--- src/rtl/pe_row_q.sv ---
// rtl/pe_row_q.sv - one row of weight-stationary-free MAC columns with per-column requantised result
module pe_row_q #(
    parameter int ARRAY_NUM = 4,
    parameter int DATA_W    = 8,
    parameter int ACC_W     = 24,
    parameter int SHIFT_W   = 5
) (
    input  logic                          iClk,
    input  logic                          iRst,
    input  logic                          iValid,
    input  logic                          iClearAcc,
    input  logic [DATA_W-1:0]             iWeight,
    input  logic [DATA_W*ARRAY_NUM-1:0]   iData,
    input  logic [ARRAY_NUM-2:0]          iCfsPassDataLeft,
    input  logic [SHIFT_W-1:0]            iCfsOutputShift,
    input  logic                          iCfsRound,
    output logic [DATA_W-1:0]             oWeight,
    output logic                          oValid,
    output logic                          oClearAcc,
    output logic [DATA_W*ARRAY_NUM-1:0]   oResult,
    output logic [ARRAY_NUM-1:0]          oResultValid,
    output logic [ARRAY_NUM-1:0]          oSat
);

    localparam logic signed [ACC_W:0] SAT_HI = (ACC_W+1)'((1 << (DATA_W-1)) - 1);
    localparam logic signed [ACC_W:0] SAT_LO = ~SAT_HI;

    logic        [DATA_W-1:0] w_stg [ARRAY_NUM];
    logic        [ARRAY_NUM-1:0] v_stg;
    logic        [ARRAY_NUM-1:0] c_stg;
    logic        [DATA_W-1:0] d_reg [ARRAY_NUM];
    logic signed [ACC_W-1:0]  acc   [ARRAY_NUM];
    logic signed [ACC_W-1:0]  prod  [ARRAY_NUM];
    logic signed [ACC_W:0]    ext   [ARRAY_NUM];
    logic signed [ACC_W:0]    shf   [ARRAY_NUM];
    logic        [DATA_W-1:0] rq_val [ARRAY_NUM];
    logic        [ARRAY_NUM-1:0] rq_sat;
    int                       shift_amt;

    assign shift_amt = int'(iCfsOutputShift);

    // Requant works on one extra bit so the rounding add can never overflow.
    always_comb begin
        rq_sat = '0;
        for (int i = 0; i < ARRAY_NUM; i++) begin
            prod[i] = ACC_W'($signed(d_reg[i])) * ACC_W'($signed(w_stg[i]));
            ext[i]  = {acc[i][ACC_W-1], acc[i]};
            if (iCfsRound && shift_amt > 0 && shift_amt < ACC_W)
                ext[i] = ext[i] + ((ACC_W+1)'(1) << (shift_amt - 1));
            if (shift_amt >= ACC_W)
                shf[i] = acc[i][ACC_W-1] ? '1 : '0;
            else
                shf[i] = ext[i] >>> shift_amt;
            rq_val[i] = shf[i][DATA_W-1:0];
            if (shf[i] > SAT_HI) begin
                rq_val[i] = SAT_HI[DATA_W-1:0];
                rq_sat[i] = 1'b1;
            end else if (shf[i] < SAT_LO) begin
                rq_val[i] = SAT_LO[DATA_W-1:0];
                rq_sat[i] = 1'b1;
            end
        end
    end

    always_ff @(posedge iClk) begin
        if (iRst) begin
            for (int i = 0; i < ARRAY_NUM; i++) begin
                w_stg[i] <= '0;
                d_reg[i] <= '0;
                acc[i]   <= '0;
            end
            v_stg        <= '0;
            c_stg        <= '0;
            oResult      <= '0;
            oResultValid <= '0;
            oSat         <= '0;
        end else begin
            w_stg[0] <= iWeight;
            for (int i = 1; i < ARRAY_NUM; i++)
                w_stg[i] <= w_stg[i-1];
            v_stg <= {v_stg[ARRAY_NUM-2:0], iValid};
            c_stg <= {c_stg[ARRAY_NUM-2:0], iClearAcc};

            d_reg[ARRAY_NUM-1] <= iData[(ARRAY_NUM-1)*DATA_W +: DATA_W];
            for (int i = 0; i < ARRAY_NUM - 1; i++) begin
                if (iCfsPassDataLeft[i])
                    d_reg[i] <= d_reg[i+1];
                else
                    d_reg[i] <= iData[i*DATA_W +: DATA_W];
            end

            // A clear dumps the pre-update sum and restarts with this beat's product.
            for (int i = 0; i < ARRAY_NUM; i++) begin
                oResultValid[i] <= c_stg[i];
                oSat[i]         <= c_stg[i] & rq_sat[i];
                if (c_stg[i]) begin
                    oResult[i*DATA_W +: DATA_W] <= rq_val[i];
                    acc[i] <= v_stg[i] ? prod[i] : '0;
                end else if (v_stg[i]) begin
                    acc[i] <= acc[i] + prod[i];
                end
            end
        end
    end

    assign oWeight   = w_stg[ARRAY_NUM-1];
    assign oValid    = v_stg[ARRAY_NUM-1];
    assign oClearAcc = c_stg[ARRAY_NUM-1];

endmodule
--- config.mk ---
export PLATFORM = sky130hd
export DESIGN_NAME = pe_row_q
export DESIGN_NICKNAME = d
export VERILOG_FILES = /design/src/rtl/pe_row_q.sv
export SDC_FILE = /design/constraint.sdc
export NUM_CORES = 2
export LEC_CHECK = 0
export ABC_CLOCK_PERIOD_IN_PS = 17500
export CORE_ASPECT_RATIO = 0.8
export CORE_UTILIZATION = 65
export DETAILED_ROUTE_END_ITERATION = 7
export HOLD_SLACK_MARGIN = 0.02
export MAX_ROUTING_LAYER = met4
export PLACE_DENSITY = 0.83
export RECOVER_POWER = 25
export SLEW_MARGIN = 10
export SYNTH_ARGS = -nofsm -noshare
export SYNTH_HDL_FRONTEND = slang
export SYNTH_SLANG_ARGS = --single-unit
--- constraint.sdc ---
create_clock -name iClk -period 17.5 [get_ports iClk]
set_input_delay 5.25 -clock iClk [delete_from_list [all_inputs] [get_ports iClk]]
set_output_delay 5.25 -clock iClk [all_outputs]
set_load 0.03 [all_outputs]
==> results.sh <==
export IMPL_rsz0062_at_grt="no"
export IMPL_rows=79
export IMPL_die_width_um=273.2
export IMPL_gr_total_overflow=0
export IMPL_clockBufferDepth=3
export IMPL_synth_edf_count=120
export IMPL_cts_buffers=25
export IMPL_synth_top_area_frac=0.1172
export IMPL_crit_family="simple AND/OR/NAND/NOR gates"
export IMPL_period_minus_slack_ns=13.25
export IMPL_yosysWarnings=0
export IMPL_min_path_cells=1
export IMPL_setup_worst_path_class="in2reg"
export IMPL_dp_cells=5609
export IMPL_finalHoldViolCount=0
export IMPL_clkSinkCount=205
export IMPL_reg2reg_depth=32
export IMPL_synth_area_leader_cell="fa_1"
export IMPL_arrival_ns=13.77
export IMPL_async_flop_share=0
export IMPL_post_drt_wl_per_cell_um=30.29
export IMPL_coreArea_um2=58120
export IMPL_worst_slew_pin_slew_ns=2.954
export IMPL_power_mw=2.608
export IMPL_hpwl_mm=128.2
export IMPL_die_area_um2=59820
export IMPL_violations="design-rule violations, max-capacitance violations, max-slew violations"
export IMPL_place_area_um2=39720
export IMPL_final_cells=5664
export IMPL_grtUsageTotal=0.5767
export IMPL_slew_violations=89
export IMPL_critPathRequiredTime_ns=18.02
export IMPL_final_cell_mix="462 x nand2_1, 425 x nor2_1, 347 x inv_1, 339 x a21oi_1, 249 x ha_1"
export IMPL_synthToLayoutAreaGrowth_pct=6.245
export IMPL_relSlewSlack=-0.9692
export IMPL_status="complete, but fails checks"
export IMPL_viasPerCell=7.663
export IMPL_rrSetupSlack_ns=8.42
export IMPL_grt_antenna_before_repair=7
export IMPL_nNetsFinal=5393
export IMPL_finalCritPeriodShare=0.7572
export IMPL_dp_worst_setup_slack_ns=4.301
export IMPL_whs_ns=0.4892
export IMPL_insertion_delay_ns=0.61
export IMPL_ys_flop_type="edfxtp_1"
export IMPL_crit_path_end_kind="flip-flop"
export IMPL_fillers=4185
export IMPL_ys_types=114
export IMPL_grt_max_degree=72
export IMPL_wl_mm=171.6
export IMPL_worst_clock_skew_ns=0.03386
export IMPL_gp_congestion=1.135
export IMPL_regMostFlops="acc"
export IMPL_final_common_cell="nand2_1"
export IMPL_drt_iter0_markers=9051
export IMPL_vias=43402
export IMPL_design_portCount=103
export IMPL_cellPowerDensity_nw_per_um2=64.19
export IMPL_multiInputGateArea_um2=30550
export IMPL_cts_root_buf="clkbuf_16"
export IMPL_power_leakage_nw=16.82
export IMPL_largest_register_ffs=96
export IMPL_tritoncts="done"
export IMPL_hold_path_class="reg2reg"
export IMPL_final_cell_area_um2=40640
export IMPL_cts_resized=0
export IMPL_drv_cap=2
export IMPL_whs_endpoint="oResult[29]"
export IMPL_reg2reg_from="w_stg[0][4]"
export IMPL_die_y_um=219.0
export IMPL_synthCells=4938
export IMPL_critPathMaxStageDelay_ns=0.93
export IMPL_tns_ns=0
export IMPL_start_util=0.6581
export IMPL_path_max_fanout=59
export IMPL_ctsHoldBuffers=0
export IMPL_syn_avg_cell_area_um2=7.746
export IMPL_clkSlewWorstSetupHoldPaths_ns=0.06
export IMPL_crit_buf_inv=2
export IMPL_drcViolationCount=159
export IMPL_hold_start="oResult[29]"
export IMPL_peakVddDrop_uv=97.52
export IMPL_io_buffers=102
export IMPL_setup_viol=0
export IMPL_r2r_end="acc[0][23]"
export IMPL_drive_above_1_share=0.05690
export IMPL_fin_ws_ns=4.248
export IMPL_worst_setup_path_start_kind="input pin"
export IMPL_final_util=0.6992
export IMPL_seq_area_um2=5306
export IMPL_yosys_top_cells_area="fa_1 12%, edfxtp_1 9.4%, ha_1 8.1%, xnor2_1 5.0%, nand2_1 4.5%"
export IMPL_syn_area_um2=38250
export IMPL_path_cells="buf_4, buf_4, nand2b_1, and4_1, nor2_2, nand2_1, xnor2_1, ha_1, a31oi_1, o22ai_1, o221ai_1, o21ai_2, nand3_1, a21oi_1, nor3_1, nor2_1, o221ai_1, a31o_2, o21ai_0, or4_1, or4_4, a31oi_4, o221a_2"
export IMPL_critical_path_startpoint="iCfsOutputShift[2]"
export IMPL_post_cts_buffers=0
export IMPL_synth_seq_cells=205
export IMPL_drt_pass1_iter_count=8
export IMPL_ant_nets=0
export IMPL_cts_htree_levels=1
export IMPL_maxClockFrequency_mhz=75.46
export IMPL_synth_yosys_seq_area_share=0.1387
export IMPL_grt_pass1_wl_mm=254.5
export IMPL_worst_path_max_delay_cell="nor3_1"
export IMPL_grt_pass1_vias=41937
synth_stat cells, drive strengths merged (27+ instances only):
cell,n
a211oi,94
a21o,64
a21oi,341
a221o,29
a31oi,69
and2,198
and3,47
buf,83
clkbuf,220
dfxtp,85
edfxtp,120
fa,224
ha,249
inv,351
mux2i,109
nand2,462
nand2b,65
nand3,128
nand4,30
nor2,429
nor2b,63
nor3,117
nor4,35
o2111ai,31
o211ai,61
o21a,49
o21ai,255
o21bai,62
o22ai,27
o31ai,37
or3,30
xnor2,220
xor2,58
cells by family after synthesis:
family	after synthesis	synth area share
AO/OA/AOI/OAI	1452	0.2614
XOR/XNOR	278	0.06386
adder cells (fa/ha/maj)	475	0.1992
buffers and inverters	654	0.06660
flip-flops	205	0.1387
multiplexers	150	0.04730
other	1	0.00009804
AND/OR/NAND/NOR	1723	0.2228
worst register-to-register path: cells and delay by family, from the launching register on:
family | cells | cell delay (ns)
adders and majority gates | 6 | 2.25
buffers and inverters | 5 | 0.65
DFF | 1 | 0.64
AOI/OAI and AO/OA | 15 | 3.63
and+or+nand+nor | 4 | 0.93
xor gates and xnor gates | 2 | 0.72
where the power goes:
group | internal (mW) | switching (mW)
Sequential | 0.544 | 0.0836
Clock | 0.339 | 0.270
Combinational | 0.488 | 0.883
worst max path at each step:
stage / to / slack, ns / cells past startpoint
after floorplan: oResult[10] / 2.77 / 38
after global placement: oResult[19] / 4.25 / 21
after detailed placement: oResult[12] / 4.30 / 23
after CTS: oResult[12] / 4.85 / 23
after global routing: oResult[12] / 4.22 / 25
final: oResult[11] / 4.25 / 23
layer usage:
| metal | vias up | wire length (um) | part of all wire | track usage |
|---|---|---|---|---|
| met5 | - | 0 | 0 | - |
| met4 | 0 | 13860 | 0.081 | 0.3503 |
| met3 | 1330 | 30960 | 0.18 | 0.2524 |
| met2 | 4563 | 67500 | 0.39 | 0.7871 |
| met1 | 19759 | 59250 | 0.35 | 0.6942 |
| li1 | 17750 | - | - | - |
final cells by class:
class | count | area share
repair buffers | 182 | 0.03920
inverters | 351 | 0.03248
well taps | 769 | 0.02368
multi-input cells | 4102 | 0.7517
clock buffers | 32 | 0.01786
flip-flops and latches | 205 | 0.1306
diodes | 9 | 0.0005542
clock inverters | 14 | 0.003972
Power figures use the tool's default switching activity.
